## src/rtl/btn_event_decoder.sv

```systemverilog
// btn_event_decoder: classifies debounced button presses into click, double click, long press and repeat pulses
module btn_event_decoder #(
  parameter int TICK_DIV     = 100,
  parameter int LONG_TICKS   = 50,
  parameter int DCLICK_TICKS = 25,
  parameter int REPEAT_TICKS = 10
) (
  input  logic clk,
  input  logic rst,
  input  logic btn_in,
  output logic click,
  output logic dclick,
  output logic long_press,
  output logic key_rpt,
  output logic busy
);
  localparam int M1   = LONG_TICKS > DCLICK_TICKS ? LONG_TICKS : DCLICK_TICKS;
  localparam int MAXT = M1 > REPEAT_TICKS ? M1 : REPEAT_TICKS;
  localparam int CW   = $clog2(MAXT + 1);
  localparam int PW   = $clog2(TICK_DIV + 1);
  typedef enum logic [2:0] {IDLE, PRESS1, WAIT2, PRESS2, LONG_HOLD} state_t;
  state_t state_q, state_d;
  logic [CW-1:0] cnt_q, cnt_d;
  logic [PW-1:0] pre_q, pre_d;
  logic [3:0] evt_q, evt_d;
  logic btn_q, btn_d, busy_q, busy_d;
  logic tick, rise, fall, to_long, to_dc, to_rpt, restart;
  assign tick    = pre_q == PW'(TICK_DIV - 1);
  assign rise    = btn_in & ~btn_q;
  assign fall    = ~btn_in & btn_q;
  assign to_long = tick && cnt_q == CW'(LONG_TICKS - 1);
  assign to_dc   = tick && cnt_q == CW'(DCLICK_TICKS - 1);
  assign to_rpt  = tick && cnt_q == CW'(REPEAT_TICKS - 1);
  assign {key_rpt, long_press, dclick, click} = evt_q;
  assign busy = busy_q;
  // next state, event decode, prescaler and per-state tick counter
  always_comb begin
    state_d = state_q;
    evt_d   = '0;
    restart = 1'b0;
    btn_d   = btn_in;
    pre_d   = tick ? '0 : pre_q + 1'b1;
    case (state_q)
      IDLE:      if (rise) state_d = PRESS1;
      PRESS1:    if (to_long) begin
                   state_d = LONG_HOLD;
                   evt_d   = 4'b0100;
                 end else if (fall) state_d = WAIT2;
      WAIT2:     if (rise) state_d = PRESS2;
                 else if (to_dc) begin
                   state_d = IDLE;
                   evt_d   = 4'b0001;
                 end
      PRESS2:    if (fall) begin
                   state_d = IDLE;
                   evt_d   = 4'b0010;
                 end
      LONG_HOLD: if (!btn_in) state_d = IDLE;
                 else if (to_rpt) begin
                   evt_d   = 4'b1000;
                   restart = 1'b1;
                 end
      default:   state_d = IDLE;
    endcase
    cnt_d  = (restart || state_d != state_q) ? '0 : tick ? cnt_q + 1'b1 : cnt_q;
    busy_d = state_d != IDLE;
  end
  // state registers; btn_q resets high so a button held through reset is not a press
  always_ff @(posedge clk or posedge rst) begin
    if (rst) begin
      state_q <= IDLE;
      cnt_q   <= '0;
      pre_q   <= '0;
      evt_q   <= '0;
      btn_q   <= 1'b1;
      busy_q  <= 1'b0;
    end else begin
      state_q <= state_d;
      cnt_q   <= cnt_d;
      pre_q   <= pre_d;
      evt_q   <= evt_d;
      btn_q   <= btn_d;
      busy_q  <= busy_d;
    end
  end
endmodule
```

## config.mk

```make
export PLATFORM = sky130hd
export DESIGN_NAME = btn_event_decoder
export DESIGN_NICKNAME = d
export VERILOG_FILES = /design/src/rtl/btn_event_decoder.sv
export SDC_FILE = /design/constraint.sdc
export NUM_CORES = 1
export LEC_CHECK = 0
export CORE_MARGIN = 2
export CORE_UTILIZATION = 50
export DETAILED_ROUTE_END_ITERATION = 10
export DONT_BUFFER_PORTS = 1
export PLACE_DENSITY = 0.68
export SKIP_CTS_REPAIR_TIMING = 1
export SLEW_MARGIN = 15
export SYNTH_ARGS = -nofsm -noshare
export SYNTH_HDL_FRONTEND = slang
export SYNTH_SLANG_ARGS = --single-unit
```

## constraint.sdc

```tcl
create_clock -name clk -period 1.7 [get_ports clk]
set_input_delay 0.085 -clock clk [delete_from_list [all_inputs] [get_ports clk]]
set_output_delay 0.085 -clock clk [all_outputs]
set_load 0.02 [all_outputs]
```

After elaboration in Yosys (flattened, before gate mapping)
Cells that the tools add are included.
{"block": "op_classes", "addsub": 2, "eq_ne": 9, "mux": 21, "bitwise": 4, "n_reduce_logical": 7}
{"operator": "$mux W3", "n": 8}
{"operator": "$pmux W4 S4", "n": 1}
{"operator": "$pmux W3 S5", "n": 1}
{"operator": "$mux W6", "n": 2}
{"operator": "$mux W4", "n": 2}
{"operator": "$add A7 B1 Y7 const B", "n": 1}
{"operator": "$eq A7 B7 Y1 const B", "n": 1}
{"operator": "$mux W7", "n": 1}
{"operator": "$add A6 B1 Y6 const B", "n": 1}
{"operator": "$eq A3 B2 Y1 const B", "n": 2}
{"operator": "$eq A6 B4 Y1 const B", "n": 1}
{"operator": "$eq A6 B5 Y1 const B", "n": 1}
{"operator": "$eq A6 B6 Y1 const B", "n": 1}
{"operator": "$mux W1", "n": 5}
{"operator": "$eq A3 B1 Y1 const B", "n": 1}
{"operator": "$eq A3 B3 Y1 const B", "n": 1}
{"operator": "$logic_and A1 B1 Y1", "n": 3}
{"operator": "$logic_not A3 Y1", "n": 1}
{"operator": "$ne A3 B3 Y1", "n": 1}
{"operator": "$reduce_bool A3 Y1", "n": 1}
{"operator": "$and A1 B1 Y1", "n": 2}
{"operator": "$mux W2", "n": 1}
{"operator": "$not A1 Y1", "n": 2}
{"operator": "$reduce_bool A2 Y1", "n": 1}
{"operator": "$logic_or A1 B1 Y1", "n": 1}
{"block": "word_totals", "register_bits": 22, "input_bits": 3, "out_inout_bits": 5, "wordCells": 49}

Logic depth before layout (Yosys ltp)
{"block": "logic_depth", "word_depth": 8, "depth_mapped": 6, "ltp_nobuf": 6}

Worst setup path before layout
OpenSTA, ideal clock, no wires.
{"block": "synth_timing", "path_type": "register to register", "startpoint": "register cnt_q[0]", "endpoint": "register cnt_q[0]", "setup_time_ps": 130, "arrival_ps": 1777, "required_ps": 1570, "slack_ps": -207, "stages_incl_launch_ff": 7, "n_path_buf": 0, "period_less_slack_ps": 1907, "path_cell_list": "dfrtp_1 > inv_1 > ha_1 > or4bb_1 > or4_4 > a21oi_4 > nor4_1"}
{"block": "synth_via", "elab_chain_cells": 8, "word_cells_on_any_way": 19, "classes_between": "add/sub: 1; eq/ne: 4; mux: 9; reduce/logical: 5"}
{"element": "start: declaration", "line": "23", "text": "logic [CW-1:0] cnt_q, cnt_d;"}
{"element": "start signal: assignment", "line": "79", "text": "cnt_q <= cnt_d;"}
{"element": "$eq A6 B5 Y1", "line": "32", "text": "assign to_dc = tick && cnt_q == CW'(DCLICK_TICKS - 1);"}
{"element": "$logic_and A1 B1 Y1", "line": "32"}
{"element": "$mux W3", "line": "50", "text": "else if (to_dc) begin"}
{"element": "$mux W3", "line": "49", "text": "WAIT2: if (rise) state_d = PRESS2;"}
{"element": "$pmux W3 S5", "line": "43", "text": "case (state_q)"}
{"element": "$ne A3 B3 Y1", "line": "65", "text": "cnt_d = (restart || state_d != state_q) ? '0 : tick ? cnt_q + 1'b1 : cnt_q;"}
{"element": "$logic_or A1 B1 Y1", "line": "65"}
{"element": "$mux W6 or $reduce_bool A2 Y1 (tied branches)"}
Several ways; a longest one is shown, not always the timed one. The select of a mux whose other input is x is not followed.
A chain may end at the register's enable or synchronous reset.

Worst setup path in the final report
Ends and elaborated chain as after synthesis.

==> flow_summary.html <==
<table>
<tr><th>Metric</th><th>Value</th></tr>
<tr><th colspan="2">Die</th></tr>
<tr><td>Rows</td><td>17</td></tr>
<tr><td>Die extent in x</td><td>roughly 52 um</td></tr>
<tr><td>Total die area</td><td>approximately 2700 um2</td></tr>
<tr><td>Initial core utilization</td><td>0.529</td></tr>
<tr><td>Number of ports placed on the die boundary</td><td>8</td></tr>
<tr><td>Core footprint</td><td>between 2000 and 2500 um2</td></tr>
<tr><td>Die span in y</td><td>around 52 um</td></tr>
<tr><th colspan="2">Timing</th></tr>
<tr><td>Final hold viol count</td><td>0</td></tr>
<tr><td>Final worst path period need</td><td>about 2000 ps</td></tr>
<tr><td>Pins over their slew limit</td><td>0</td></tr>
<tr><td>Final worst clock skew</td><td>1.58 ps</td></tr>
<tr><td>Hold_ws</td><td>14.9 ps</td></tr>
<tr><td>Final setup vio count</td><td>12</td></tr>
<tr><td>Min setup slack post-route</td><td>-260 ps</td></tr>
<tr><td>Normalized max-slew margin</td><td>0.444</td></tr>
<tr><td>Slew @ Worst Pin</td><td>approximately 830 ps</td></tr>
<tr><td>Setup repair after global routing missed its margin</td><td>true</td></tr>
<tr><td>Highest achievable clock rate</td><td>about 510 MHz</td></tr>
<tr><td>Final period utilization</td><td>1.15</td></tr>
<tr><th colspan="2">Min path</th></tr>
<tr><td>Min-Delay Path Class</td><td>in2reg</td></tr>
<tr><td>Cell depth of the worst min-delay path</td><td>2</td></tr>
<tr><th colspan="2">Logic synthesis</th></tr>
<tr><td>#FFs+latches synth</td><td>22</td></tr>
<tr><td>Synth Instances</td><td>around 110</td></tr>
<tr><td>Sequential share of the synthesized area</td><td>0.472</td></tr>
<tr><td>Number of flops mapped to enable cells by yosys</td><td>0</td></tr>
<tr><td>Netlist cell types</td><td>36</td></tr>
<tr><td>Most used flip-flop cell after synthesis</td><td>dfrtp_1</td></tr>
<tr><td>Synthesized net count</td><td>120</td></tr>
<tr><td>Syn. warnings</td><td>0</td></tr>
<tr><td>Cell with the most instances after synthesis</td><td>dfrtp_1</td></tr>
<tr><td>Netlist area before placement</td><td>roughly 1200 um2</td></tr>
<tr><td>Top cells by area in the synthesized netlist</td><td>dfrtp_1 45%, xnor2_1 6.0%, ha_1 4.3%</td></tr>
<tr><td>Cell taking the most area after synthesis</td><td>dfrtp_1</td></tr>
<tr><td>Mean post-synth cell area</td><td>~10 um2</td></tr>
<tr><td>Fraction of synthesized cell area taken by the top area cell type</td><td>0.449</td></tr>
<tr><td>Most common library cells after synthesis</td><td>21 x dfrtp_1, 8 x nor3_1, 8 x xnor2_1</td></tr>
<tr><td>Async S/R FF share, synth</td><td>1.00</td></tr>
<tr><th colspan="2">Power</th></tr>
<tr><td>Part of the total power dissipated in the clock network</td><td>0.243</td></tr>
<tr><td>Reg power frac</td><td>0.562</td></tr>
<tr><td>Switch share</td><td>0.305</td></tr>
<tr><td>Power Dens Cells</td><td>between 600 and 700 nW/um2</td></tr>
<tr><td>Switching power of the nets</td><td>around 0.31 mW</td></tr>
<tr><td>IR Drop Worst-Case VDD</td><td>between 0.4 and 0.5 mV</td></tr>
<tr><td>Cell leakage power</td><td>0.612 nW</td></tr>
<tr><td>Gate power share</td><td>0.195</td></tr>
<tr><td>Internal power contribution</td><td>about 0.7 mW</td></tr>
<tr><th colspan="2">Clock tree</th></tr>
<tr><td>Number of sinks handled by clock tree synthesis</td><td>22</td></tr>
<tr><td>Maximum level of the CTS H-tree</td><td>1</td></tr>
<tr><td>Number of buffers inserted during clock tree synthesis</td><td>3</td></tr>
<tr><td>Insertion delay of the later-clocked pin in the worst-skew pair</td><td>approximately 300 ps</td></tr>
<tr><td>Clock Pin Slew Worst Setup and Hold Paths</td><td>approximately 120 ps</td></tr>
<tr><td>Deepest clock path buffer count</td><td>2</td></tr>
<tr><td>CTS tree</td><td>built</td></tr>
<tr><td>Master cell of the clock root buffer</td><td>clkbuf_4</td></tr>
<tr><th colspan="2">Cells and area</th></tr>
<tr><td>Cell area after layout</td><td>approximately 1500 um2</td></tr>
<tr><td>Total Nets Final</td><td>around 150</td></tr>
<tr><td>Fraction of layout instances using a drive strength above 1</td><td>0.288</td></tr>
<tr><td>Number of diodes</td><td>0</td></tr>
<tr><td>Area overhead of the layout relative to synthesis</td><td>24.8%</td></tr>
<tr><th colspan="2">Setup path</th></tr>
<tr><td>WS Path Type</td><td>reg2reg</td></tr>
<tr><td>Critical Path End Type</td><td>flip-flop</td></tr>
<tr><td>Startpoint type of the worst setup path</td><td>flip-flop</td></tr>
<tr><td>Crit path arrival time</td><td>between 2000 and 2500 ps</td></tr>
<tr><td>R2R depth</td><td>6</td></tr>
<tr><td>Critical-path maximum fanout</td><td>6</td></tr>
<tr><td>Slack of the worst reg-to-reg path</td><td>-260 ps</td></tr>
<tr><td>Worst EP required</td><td>1900 ps</td></tr>
<tr><th colspan="2">Place</th></tr>
<tr><td>Final weighted congestion in routability-driven placement</td><td>slightly above 0.8</td></tr>
<tr><td>Half-perimeter wire length after placement</td><td>around 1800 um</td></tr>
<tr><td>IO buf count</td><td>0</td></tr>
<tr><td>Instance area at placement</td><td>around 1300 um2</td></tr>
<tr><th colspan="2">GRT</th></tr>
<tr><td>Global-route usage over all layers</td><td>0.193</td></tr>
<tr><td>Number of global-route vias before repair</td><td>a little under 900</td></tr>
<tr><td>Final global-route overflow total</td><td>0</td></tr>
<tr><td>Global-route wire length before repair</td><td>3800 um</td></tr>
<tr><td>Initial antenna violation count</td><td>0</td></tr>
<tr><td>Maximum number of pins on one net before global-route repair</td><td>23</td></tr>
<tr><th colspan="2">Status</th></tr>
<tr><td>Violations in the final reports</td><td>setup timing</td></tr>
<tr><td>Outcome</td><td>complete, but fails checks</td></tr>
<tr><th colspan="2">Run</th></tr>
<tr><td># Max-Cap Violations</td><td>0</td></tr>
<tr><th colspan="2">Route</th></tr>
<tr><td>Detailed Route Iter0 Violations</td><td>18</td></tr>
<tr><td>Overall via count from detail_route</td><td>just under 1000</td></tr>
<tr><td>Post-Route WL</td><td>between 2000 and 2500 um</td></tr>
<tr><td>Count of nets left with antenna violations after detail routing</td><td>0</td></tr>
<tr><td>Wire per inst</td><td>around 15 um</td></tr>
<tr><td>DRC violations left</td><td>0</td></tr>
<tr><td>Drt via density</td><td>approximately 5.8</td></tr>
<tr><td>First-pass iteration count of the detailed router</td><td>5</td></tr>
</table>
==> area by class of cell <==
cell class,count,area (um2)
timing repair buffer,25,196
fill,181,752
clock buffer,4,26.3
sequential,22,552
tap,28,35.0
multi-input combinational,82,628
inverter,6,22.5
==> cells in the final DEF, fill, tap and decap left out, drive strengths merged, types with 3 or more instances in the layout <==
cell | netlist | routed
nor2b | 3 | 3
a31oi | 4 | 4
nor2 | 6 | 6
ha | 4 | 4
inv | 6 | 6
buf | 1 | 23
o21ai | 3 | 3
dfrtp | 21 | 21
nor4 | 7 | 7
xnor2 | 8 | 8
clkbuf | 2 | 4
nand3 | 6 | 6
nand2b | 4 | 4
nand2 | 6 | 6
nor3 | 8 | 8
==> cells by family (layout without fill, tap and decap cells) <==
| logic type | count (synthesis) | count (layout) | share of synthesized area |
|---|---|---|---|
| muxes | 1 | 1 | 0.00856 |
| xor gates and xnor gates | 9 | 9 | 0.0674 |
| adders and majority gates | 4 | 4 | 0.0428 |
| DFF | 22 | 22 | 0.472 |
| buffers and inverters | 9 | 35 | 0.0353 |
| AOI/OAI and AO/OA | 13 | 13 | 0.0931 |
| and+or+nand+nor | 55 | 55 | 0.281 |
==> registers in the layout, indices dropped and copies added, names as in the netlist <==
register,count
pre_q,7
cnt_q,6
evt_q,4
state_q,3
btn_q,1
busy,1
==> routing by layer <==
metal,part of all wire,track usage
met4,0.0060,0.0983
met3,0.029,0.0343
met1,0.45,0.243
met2,0.51,0.313
met5,0,0
==> metrics by stage <==
step | setup slack, ps | utilization | instances | power [mW] | setup TNS (ps)
after floorplan | -182 | - | 113 | 0.713 | -1510
after global placement | -207 | 0.601 | 157 | 0.758 | -1750
after detailed placement | -245 | 0.601 | 157 | 0.758 | -2210
after CTS | -265 | 0.613 | 161 | 1.01 | -2510
after global routing | -340 | 0.660 | 167 | 1.07 | -2960
final | -260 | 0.660 | 167 | 1.02 | -2100
==> path summary, 6_finish.rpt <==
kind	from	endpoint
min in group asynchronous	rst	busy
hold / removal	btn_in	evt_q[3]
setup reg to reg	cnt_q[0]	cnt_q[0]
setup / recovery	cnt_q[0]	cnt_q[0]
hold reg to reg	pre_q[0]	pre_q[0]
max in group asynchronous	rst	cnt_q[4]
==> power by group through the flow <==
stage	combinational (mW)	sequential (mW)	clock, mW
after floorplan	0.135	0.578	0
after global placement	0.177	0.582	0
after global routing	0.221	0.575	0.270
final	0.199	0.573	0.248
after CTS	0.175	0.573	0.261
after detailed placement	0.175	0.583	0
==> worst max-delay path, stage by stage (launching register included) <==
cell and delay, ps:
dfrtp_1 420, inv_1 70, ha_1 130, or4bb_1 390, or4_4 530, a21oi_4 240, nor4_1 80
Note: power is estimated with default switching activity, not from simulation.
